## src/rtl/arb_rr4.sv

```systemverilog
// Four-way arbiter with a registered one-hot grant, bounded hold time and a one-cycle bus-turnaround gap.
// Round-robin by default; define ARB_FIXED_PRIO_EN for fixed priority 0 > 1 > 2 > 3.
module arb_rr4 #(
  parameter int MAX_HOLD = 8,
  parameter int CNT_W    = 4
) (
  input  logic       clk,
  input  logic       rst_n,
  input  logic [3:0] req,
  output logic [3:0] gnt,
  output logic [1:0] gnt_idx,
  output logic       gnt_valid,
  output logic       timeout
);

  typedef enum logic [1:0] {
    ST_IDLE  = 2'b00,
    ST_GRANT = 2'b01,
    ST_GAP   = 2'b10
  } state_t;

  state_t           state_r, state_nxt_s;
  logic [3:0]       gnt_r, gnt_nxt_s;
  logic [1:0]       gnt_idx_r, gnt_idx_nxt_s;
  logic             gnt_valid_r, gnt_valid_nxt_s;
  logic             timeout_r, timeout_nxt_s;
  logic [CNT_W-1:0] hold_cnt_r, hold_cnt_nxt_s;
  logic [1:0]       last_r, last_nxt_s;
  logic [1:0]       winner_s;
  logic             hold_done_s;
  logic             owner_req_s;

`ifdef ARB_FIXED_PRIO_EN
  // Lowest set request index wins; the pointer argument does not affect the result.
  function automatic logic [1:0] pick_winner(input logic [3:0] r, input logic [1:0] last);
    logic [1:0] win;
    logic       found;
    win   = last;
    found = 1'b0;
    for (int k = 0; k < 4; k++) begin
      if (!found && r[k]) begin
        win   = k[1:0];
        found = 1'b1;
      end else begin
        found = found;
      end
    end
    return win;
  endfunction
`else
  // First set request scanning upward from the one after the previous winner, wrapping.
  function automatic logic [1:0] pick_winner(input logic [3:0] r, input logic [1:0] last);
    logic [1:0] win;
    logic [1:0] cand;
    logic       found;
    win   = last;
    found = 1'b0;
    for (int k = 1; k <= 4; k++) begin
      cand = last + k[1:0];
      if (!found && r[cand]) begin
        win   = cand;
        found = 1'b1;
      end else begin
        found = found;
      end
    end
    return win;
  endfunction
`endif

  assign winner_s    = pick_winner(req, last_r);
  assign hold_done_s = (hold_cnt_r == CNT_W'(MAX_HOLD - 1));
  assign owner_req_s = req[gnt_idx_r];

  // State register.
  always_ff @(posedge clk or negedge rst_n) begin
    if (!rst_n) begin
      state_r <= ST_IDLE;
    end else begin
      state_r <= state_nxt_s;
    end
  end

  // Next-state decision; a dropped request takes precedence over the hold limit.
  always_comb begin
    state_nxt_s = state_r;
    case (state_r)
      ST_IDLE: begin
        if (req != 4'b0000) begin
          state_nxt_s = ST_GRANT;
        end else begin
          state_nxt_s = ST_IDLE;
        end
      end
      ST_GRANT: begin
        if (!owner_req_s || hold_done_s) begin
          state_nxt_s = ST_GAP;
        end else begin
          state_nxt_s = ST_GRANT;
        end
      end
      ST_GAP: begin
        if (req != 4'b0000) begin
          state_nxt_s = ST_GRANT;
        end else begin
          state_nxt_s = ST_IDLE;
        end
      end
      default: state_nxt_s = ST_IDLE;
    endcase
  end

  // Next values of the registered outputs, hold counter and last-winner pointer.
  always_comb begin
    gnt_nxt_s       = gnt_r;
    gnt_idx_nxt_s   = gnt_idx_r;
    gnt_valid_nxt_s = gnt_valid_r;
    timeout_nxt_s   = 1'b0;
    hold_cnt_nxt_s  = hold_cnt_r;
    last_nxt_s      = last_r;
    case (state_r)
      ST_IDLE, ST_GAP: begin
        if (req != 4'b0000) begin
          gnt_nxt_s       = 4'b0001 << winner_s;
          gnt_idx_nxt_s   = winner_s;
          gnt_valid_nxt_s = 1'b1;
          hold_cnt_nxt_s  = {CNT_W{1'b0}};
          last_nxt_s      = winner_s;
        end else begin
          gnt_nxt_s       = 4'b0000;
          gnt_valid_nxt_s = 1'b0;
          hold_cnt_nxt_s  = {CNT_W{1'b0}};
        end
      end
      ST_GRANT: begin
        if (!owner_req_s) begin
          gnt_nxt_s       = 4'b0000;
          gnt_valid_nxt_s = 1'b0;
          hold_cnt_nxt_s  = {CNT_W{1'b0}};
        end else if (hold_done_s) begin
          gnt_nxt_s       = 4'b0000;
          gnt_valid_nxt_s = 1'b0;
          hold_cnt_nxt_s  = {CNT_W{1'b0}};
          timeout_nxt_s   = 1'b1;
        end else begin
          hold_cnt_nxt_s  = hold_cnt_r + CNT_W'(1);
        end
      end
      default: begin
        gnt_nxt_s       = 4'b0000;
        gnt_valid_nxt_s = 1'b0;
        hold_cnt_nxt_s  = {CNT_W{1'b0}};
      end
    endcase
  end

  // Output and datapath registers.
  always_ff @(posedge clk or negedge rst_n) begin
    if (!rst_n) begin
      gnt_r       <= 4'b0000;
      gnt_idx_r   <= 2'b11;
      gnt_valid_r <= 1'b0;
      timeout_r   <= 1'b0;
      hold_cnt_r  <= {CNT_W{1'b0}};
      last_r      <= 2'b11;
    end else begin
      gnt_r       <= gnt_nxt_s;
      gnt_idx_r   <= gnt_idx_nxt_s;
      gnt_valid_r <= gnt_valid_nxt_s;
      timeout_r   <= timeout_nxt_s;
      hold_cnt_r  <= hold_cnt_nxt_s;
      last_r      <= last_nxt_s;
    end
  end

  assign gnt       = gnt_r;
  assign gnt_idx   = gnt_idx_r;
  assign gnt_valid = gnt_valid_r;
  assign timeout   = timeout_r;

endmodule

```

## config.mk

```make
export PLATFORM = sky130hd
export DESIGN_NAME = arb_rr4
export DESIGN_NICKNAME = d
export VERILOG_FILES = /design/src/rtl/arb_rr4.sv
export SDC_FILE = /design/constraint.sdc
export NUM_CORES = 1
export LEC_CHECK = 0
export CORE_MARGIN = 2
export CORE_UTILIZATION = 47
export CTS_CLUSTER_DIAMETER = 200
export DETAILED_ROUTE_END_ITERATION = 16
export GPL_ROUTABILITY_DRIVEN = 0
export HOLD_SLACK_MARGIN = 0.03
export PLACE_DENSITY = 0.75
export SLEW_MARGIN = 30
export SYNTH_ARGS = -nofsm -noshare
export SYNTH_HDL_FRONTEND = slang
export SYNTH_SLANG_ARGS = --single-unit
```

## constraint.sdc

```tcl
create_clock -name clk -period 2.38 [get_ports clk]
set_input_delay 0.238 -clock clk [delete_from_list [all_inputs] [get_ports clk]]
set_output_delay 0.238 -clock clk [all_outputs]
set_load 0.02 [all_outputs]
```

# Yosys cells after proc, flatten, opt, wreduce, memory -nomap -nowiden
# Cells that the tools add are included.
op_classes:
  add_sub_neg: 4
  n_lt_le_gt_ge: 4
  eq_ne: 4
  shifts: 1
  mux: 32
  n_reduce_logical: 12
ops:
  columns: ["operator", "count"]
  rows:
  - ["$mux 4", 6]
  - ["$mux 1", 14]
  - ["$lt 2x3->1 const B", 4]
  - ["$mux 2", 5]
  - ["$bmux 1 s2", 4]
  - ["$pmux 4 s2", 1]
  - ["$add 2x2->2 const B", 2]
  - ["$add 4x1->4 const B", 1]
  - ["$eq 4x3->1 const B", 1]
  - ["$logic_not 1->1", 4]
  - ["$pmux 2 s2", 1]
  - ["$reduce_bool 4->1", 1]
  - ["$shl 1x2->4 const A", 1]
  - ["$logic_and 1x1->1", 3]
  - ["$ne 3x3->1 const B", 1]
  - ["$add 2x1->2 const B", 1]
  - ["$eq 2x1->1 const B", 1]
  - ["$eq 2x2->1 const B", 1]
  - ["$logic_not 2->1", 1]
  - ["$pmux 1 s2", 1]
  - ["$reduce_and 2->1", 1]
  - ["$reduce_or 2->1", 1]
  - ["$logic_or 1x1->1", 1]
word_totals:
  reg_bits: 14
  out_inout_bits: 8
  word_cells: 63

# Longest topological paths before layout
# Gate-level depths: netlist (run 1).
logic_depth:
  depth_word: 16
  ltp_mapped: 6
  ltp_nobuf: 5

# Worst setup path before layout (run 1)
# No wires, ideal clock.
synth_timing:
  kind: "register to register"
  start: "register last_r[0]"
  end: "register gnt_r[1], in the netlist gnt[1]"
  t_arrival_ps: 1631
  required_time_ps: 2259
  slack_ps: 627
  path_stages_with_launch: 5
  path_buffers: 1
  path_cell_list: "dfstp_2 -> mux4_2 -> and3_1 -> buf_6 -> a32o_2"
synth_between:
  elab_chain_len: 16
  word_cells_on_any_way: 29
  cone_classes: "add/sub (3); eq/ne (1); shift (1); mux (18); reduce/logical (6)"
synth_rtl:
  columns: ["element", "line_no", "source"]
  rows:
  - ["from (decl)", "28", "logic [1:0] last_r, last_nxt_s;"]
  - ["from (signal assigned)", "172", "last_r <= last_nxt_s;"]
  - ["$add 2x1->2", "59", "cand = last + k[1:0];"]
  - ["$bmux 1 s2", "60", "if (!found && r[cand]) begin"]
  - ["$mux 1 (implied by the code)", "60", null]
  - ["$mux 1", "60", null]
  - ["$logic_not 1->1", "60", null]
  - ["$logic_and 1x1->1", "60", null]
  - ["$mux 1", "60", null]
  - ["$logic_not 1->1", "60", null]
  - ["$logic_and 1x1->1", "60", null]
  - ["$mux 1", "60", null]
  - ["$logic_not 1->1", "60", null]
  - ["$logic_and 1x1->1", "60", null]
  - ["$mux 2", "60", null]
  - ["$shl 1x2->4", "124", "gnt_nxt_s = 4'b0001 << winner_s;"]
  - ["$mux 4", "123", "if (req != 4'b0000) begin"]
  - ["$pmux 4 s2", "121", "case (state_r)"]
  - ["to (signal assigned)", "167", "gnt_r <= gnt_nxt_s;"]
  - ["to (decl)", "23", "logic [3:0] gnt_r, gnt_nxt_s;"]
# Parallel ways exist; a longest one is shown, timed or not. The select of a mux whose other input is x is not followed.
# A chain may end at the register's enable or synchronous reset.

==> metrics.cfg, run 1 <==
[status]
status = finished, final reports clean

[flow_run]
maxCapViolations = 0

[floorplanning]
start_util = 0.500
die_x_um = 41.2
ios = 14
die_h_um = 41.2
core.rowCount = 13
dieArea_sq_um = 1700
coreArea_sq_um = 1300

[detailed_routing]
drt-initial-drc-count = 10
drc_errors = 0
wirelength_um = 1160
via_per_inst = 5.48
drtAntennaViolNets = 0
vias = 488
wl_per_cell_um = 13.1
drtPass1Iterations = 4

[synthesis]
synthesis.nets = 65
synth_xor_area_frac = 0.0269
synth_compound_area_frac = 0.156
syn_area_per_cell_sq_um = 11.2
synthMuxAreaShare = 0.0519
synth-adder-area-share = 0.0192
synthCells = 58
synth_top_family_by_area = simple AND/OR/NAND/NOR gates
synth.distinct_cells = 26
ys.warnings.count = 0
yosys.area_share.simple = 0.181
syn_area_sq_um = 651
synth-seq-cells = 14
seq_area_frac_synth = 0.542

[global_route]
grt_start_max_net_pins = 15
overflow = 0
antenna_found_initial = 0
grt_pass1_vias = 400
grt_pass1_wl_um = 1680
grtUsageTotal = 0.160

[clock_network]
cts_tree = built
cts.sink_count = 14
cts_resized = 0
ctsHtreeMaxLevel = 1
clk_latency_ns = 0.28
clock-root-buffer = clkbuf_4
cts_buffers = 3
clock_path_buffers = 2
post_cts_buffers = 0
hold_buffers = 0
path_clk_slew_ns = 0.09

[worst_setup_path]
critical-path-top-delay-family = buffers and inverters
crit_arrival_ns = 1.49
worstPathMaxFanout = 8
required_ns = 2.14
cp-end-kind = output port
slowest_delay_ns = 0.63
cp.buffers_inverters = 1
path_class = register to output port
cp_slowest_cell = clkdlybuf4s50_1
crit_chain = clkdlybuf4s50_1
startpoint_type = register

[layout]
drive_gt1_frac = 0.149
syn_to_final_growth_pct = 26.7
fin_util = 0.634
num_antenna_cells = 0
fin_area_sq_um = 825
nets = 82

[power_and_ir_drop]
p_leak_nw = 0.372
irDropWorstVdd_mv = 0.932
powerDensity_nw_per_um2 = 1260
power.total_mw = 1.04

[timing]
fmax_mhz = 577
hold_violations = 0
finalSetupViolCount = 0
finClkSkew_ns = 0.0110
worst_slack_ns = 0.647
tns_ns = 0
period_needed_ns = 1.73
slew_headroom = 0.596
finalCritPeriodShare = 0.728
tightest_slew_ns = 0.604
slew_violations = 0
rsz0062_at_grt = no

[placement]
postPlaceCellArea_sq_um = 788
place_ws_ns = 0.535
dp_hpwl_um = 852
io_buffer_count = 13

[min_path]
hold_class = input port to async pin

[kinds of logic after synthesis]
kind of cell    count (synthesis)
flops                          14
simple gates                   23
buf+inv                         2
xor+xnor                        2
fa+ha+maj                       1
compound gates                 14
mux                             2
[metrics by stage]
stage,instances,hold slack (ns)
6_report,89,0.330
2_1_floorplan,58,-0.0576
3_5_place_dp,85,0.453
3_3_place_gp,85,0.456
5_1_grt,89,0.394
4_1_cts,89,0.353
[path summary, 6_finish.rpt]
path	startpoint	to	slack, ns	cells after the start
setup / recovery	last_r[1]$_DFFE_PN1P_	gnt_idx[1]	0.65	1
hold / removal	rst_n	hold_cnt_r[3]$_DFF_PN0_	0.33	1
setup reg to reg	last_r[0]$_DFFE_PN1P_	gnt[1]$_DFFE_PN0N_	0.65	3
hold reg to reg	hold_cnt_r[0]$_DFF_PN0_	hold_cnt_r[0]$_DFF_PN0_	0.47	1
max in group asynchronous	rst_n	gnt[3]$_DFFE_PN0N_	1.65	1
min in group clk	hold_cnt_r[0]$_DFF_PN0_	hold_cnt_r[0]$_DFF_PN0_	0.47	1
[sequential cells by signal (all words and copies together), names as in the netlist]
| name | flops |
|---|---|
| gnt_valid | 1 |
| state_r | 2 |
| hold_cnt_r | 4 |
| timeout | 1 |
| gnt | 4 |
| last_r | 2 |
[per-layer routing]
| metal | vias up | wire length [um] | share of wire | track usage |
|---|---|---|---|---|
| met3 | 2 | 67 | 0.058 | 0.0978 |
| met5 | - | 0 | 0 | 0 |
| met1 | 233 | 527 | 0.45 | 0.181 |
| met2 | 13 | 556 | 0.48 | 0.262 |
| li1 | 240 | - | - | - |
| met4 | 0 | 10 | 0.0086 | 0.0242 |
[cells in the mapped netlist (all sizes together)]
| master | instances | area (sq um) |
|---|---|---|
| a21boi | 1 | 7.51 |
| a21o | 1 | 7.51 |
| a21oi | 2 | 10.0 |
| a32o | 2 | 22.5 |
| and2 | 1 | 6.26 |
| and2b | 2 | 15.0 |
| and3 | 2 | 13.8 |
| buf | 1 | 11.3 |
| dfrtp | 12 | 300 |
| dfstp | 2 | 52.6 |
| ha | 1 | 12.5 |
| inv | 1 | 3.75 |
| mux2 | 1 | 11.3 |
| mux4 | 1 | 22.5 |
| nand2 | 7 | 26.3 |
| nand3 | 1 | 5.00 |
| nand3b | 1 | 7.51 |
| nor2 | 5 | 18.8 |
| nor2b | 3 | 18.8 |
| o211ai | 1 | 7.51 |
| o21ai | 3 | 15.0 |
| o31a | 1 | 8.76 |
| o31ai | 3 | 22.5 |
| or2 | 1 | 6.26 |
| xnor2 | 2 | 17.5 |
[final cells by class]
type / count / area [sq um]
inverter: 1 / 3.75
fill: 110 / 477
timing repair buffer: 13 / 130
multi-input combinational: 42 / 283
sequential: 14 / 353
clock buffer: 4 / 36.3
tap: 15 / 18.8
[placed cells by master, fill, tap and decap left out, types with 3 or more instances in the layout]
cell type / count
dfrtp_1: 12
o31ai_1: 3
clkdlybuf4s50_1: 13
nor2b_1: 3
clkbuf_4: 3
nand2_1: 7
o21ai_0: 3
nor2_1: 5
[where the power goes]
| part | total (mW) | internal (mW) | switching [mW] |
|---|---|---|---|
| combinational | 0.466 | 0.230 | 0.236 |
| sequential | 0.408 | 0.339 | 0.0685 |
| clock | 0.167 | 0.0931 | 0.0739 |
| total | 1.04 | 0.662 | 0.378 |
Power figures use the tool's default switching activity.
==> run 2, diff against run 1 <==
==> constraint.sdc (replaced) <==
create_clock -name clk -period 1.6 [get_ports clk]
set_input_delay 0.16 -clock clk [delete_from_list [all_inputs] [get_ports clk]]
set_output_delay 0.16 -clock clk [all_outputs]
set_load 0.02 [all_outputs]
==> metrics.cfg, run 2 (synthesized netlist as in run 1, its figures left out) <==
[status]
status = complete, but fails checks
violations = negative setup slack

[layout]
fin_util = 0.674  ; +0.0404
ff_latch_area_sq_um = 353  ; unchanged
multi_input_area_sq_um = 292  ; +3.1%
n_fill_cell = 115  ; +4.5%
drive_gt1_frac = 0.235  ; +0.0859
nets = 89  ; +8.5%
num_antenna_cells = 0  ; unchanged
stdcell_count = 96  ; +7.9%
fin_area_sq_um = 877  ; +6.4%
layout_common_cells = dfrtp_1 (12), clkdlybuf4s50_1 (11), nand2_1 (7)
syn_to_final_growth_pct = 34.8
final_common_cell = dfrtp_1

[min_path]
hold_class = input port to async pin

[worst_setup_path]
crit_chain = mux4_2, and3_4, a32o_2
required_ns = 1.77  ; -0.37 ns
crit_arrival_ns = 1.79  ; +0.30 ns
path_class = register to register
reg2regPathDepth = 3  ; unchanged
worstPathMaxFanout = 8  ; unchanged
slowest_delay_ns = 0.57  ; -0.06 ns
rrSetupSlack_ns = -0.01  ; -0.66 ns
r2r-start = last_r[0]$_DFFE_PN1P_
startpoint_type = register
worstReg2RegEnd = gnt[3]$_DFFE_PN0N_
cp-end-kind = register
cp_slowest_cell = dfstp_2

[detailed_routing]
wirelength_um = 1330  ; +14%
drc_errors = 0  ; unchanged
wl_per_cell_um = 13.8  ; +5.7%
drtPass1Iterations = 2  ; -2
drtAntennaViolNets = 0  ; unchanged
via_per_inst = 5.43  ; -1.0%
highest_layer = met4
met1_length_um = 577  ; +9.5%
drt-initial-drc-count = 5  ; -5
wl_met2_um = 659  ; +19%
wl_met3_um = 52  ; -22%
vias = 521  ; +6.8%

[power_and_ir_drop]
p_leak_nw = 0.405  ; +8.7%
powerDensity_nw_per_um2 = 1820  ; +44%
irDropWorstVdd_mv = 0.967  ; +3.7%

[timing]
rsz0062_at_grt = yes
finClkSkew_ns = 0.00728  ; -0.00372 ns
slew_violations = 0  ; unchanged
finalCritPeriodShare = 1.01
hold_violations = 0  ; unchanged
slew_headroom = 0.730  ; +0.134
fmax_mhz = 621
period_needed_ns = 1.61
worst_slack_ns = -0.0112  ; -0.659 ns
tightest_slew_ns = 0.403  ; -0.201 ns
finalSetupViolCount = 3  ; +3
whs_ns = 0.172  ; -0.158 ns

[clock_network]
ctsHtreeMaxLevel = 1  ; unchanged
clock-root-buffer = clkbuf_4
clock_path_buffers = 2  ; unchanged
cts.sink_count = 14  ; unchanged
path_clk_slew_ns = 0.08  ; about the same
hold_buffers = 0  ; unchanged
clk_latency_ns = 0.29  ; about the same
cts_tree = built
cts_buffers = 3  ; unchanged

[global_route]
antenna_found_initial = 0  ; unchanged
overflow = 0  ; unchanged
grt_start_max_net_pins = 15  ; unchanged
grt_pass1_wl_um = 2150  ; +28%
grtUsageTotal = 0.213  ; +0.0531
grt_pass1_vias = 524  ; +31%

[placement]
place_ws_ns = -0.0938  ; -0.629 ns
place_inst = 89  ; +4.7%
postPlaceCellArea_sq_um = 823  ; +4.4%
io_buffer_count = 13  ; unchanged
dp_hpwl_um = 945  ; +11%

[floorplanning]
die_h_um = 41.2  ; unchanged
dieArea_sq_um = 1700  ; unchanged
start_util = 0.500  ; unchanged
ios = 14  ; unchanged
coreArea_sq_um = 1300  ; unchanged
die_x_um = 41.2  ; unchanged
core.rowCount = 13  ; unchanged

[flow_run]
maxCapViolations = 0  ; unchanged

==> run 2: changes by cell type in the layout (fill, tap and decap cells not counted), sizes merged <==
cell / delta
buf: +7
dlygate4sd2: +2
clkdlybuf4s50: -2
==> run 2: how the worst max path moves through the flow <==
stage	start	endpoint	slack [ns]	cells past startpoint
after global placement	req[3]	gnt[3]$_DFFE_PN0N_	-0.05	4
after CTS	last_r[0]$_DFFE_PN1P_	gnt[3]$_DFFE_PN0N_	-0.02	3
final	last_r[0]$_DFFE_PN1P_	gnt[3]$_DFFE_PN0N_	-0.01	3
after global routing	last_r[0]$_DFFE_PN1P_	gnt[3]$_DFFE_PN0N_	-0.04	3
after floorplan	last_r[0]$_DFFE_PN1P_	gnt[1]$_DFFE_PN0N_	-0.15	4
after detailed placement	req[3]	gnt[3]$_DFFE_PN0N_	-0.09	4
==> run 2: metrics by stage <==
step,power (mW),TNS [ns]
after floorplan,1.07,-0.743
after CTS,1.61,-0.0365
after detailed placement,1.35,-0.317
after global placement,1.33,-0.143
after global routing,1.71,-0.143
final,1.60,-0.0258
==> run 2: layer usage <==
metal / vias to the layer above / global-route usage
li1: 253 / -
met1: 255 / 0.224
met2: 8 / 0.348
met3: 5 / 0.0978
met4: 0 / 0.121
met5: - / 0
==> run 2: critical path: cells and delay by family, from the launching register on <==
family,cells,cell delay (ns)
flops,1,0.57
mux,1,0.52
compound gates,1,0.22
simple gates,1,0.19
==> run 2: area by class of cell <==
class | count | share of cell area
Sequential cell | 14 | 0.402
Multi-Input combinational cell | 42 | 0.332
Timing Repair Buffer | 20 | 0.210
Clock buffer | 4 | 0.0300
Tap cell | 15 | 0.0214
Inverter | 1 | 0.00428
==> run 2: report_power, final <==
part,internal [mW],leakage [nW],switching [mW]
Sequential,0.505,0.180,0.101
Combinational,0.405,0.210,0.380
Clock,0.0971,0.0150,0.111
Total,1.01,0.405,0.592
==> run 2: repair_timing <==
| action | in CTS | in global routing |
|---|---|---|
| buffers inserted | 3 | 0 |
| setup endpoints to repair | 6 | 6 |
| resized for setup | 3 | 1 |
| pin swaps | 2 | 6 |
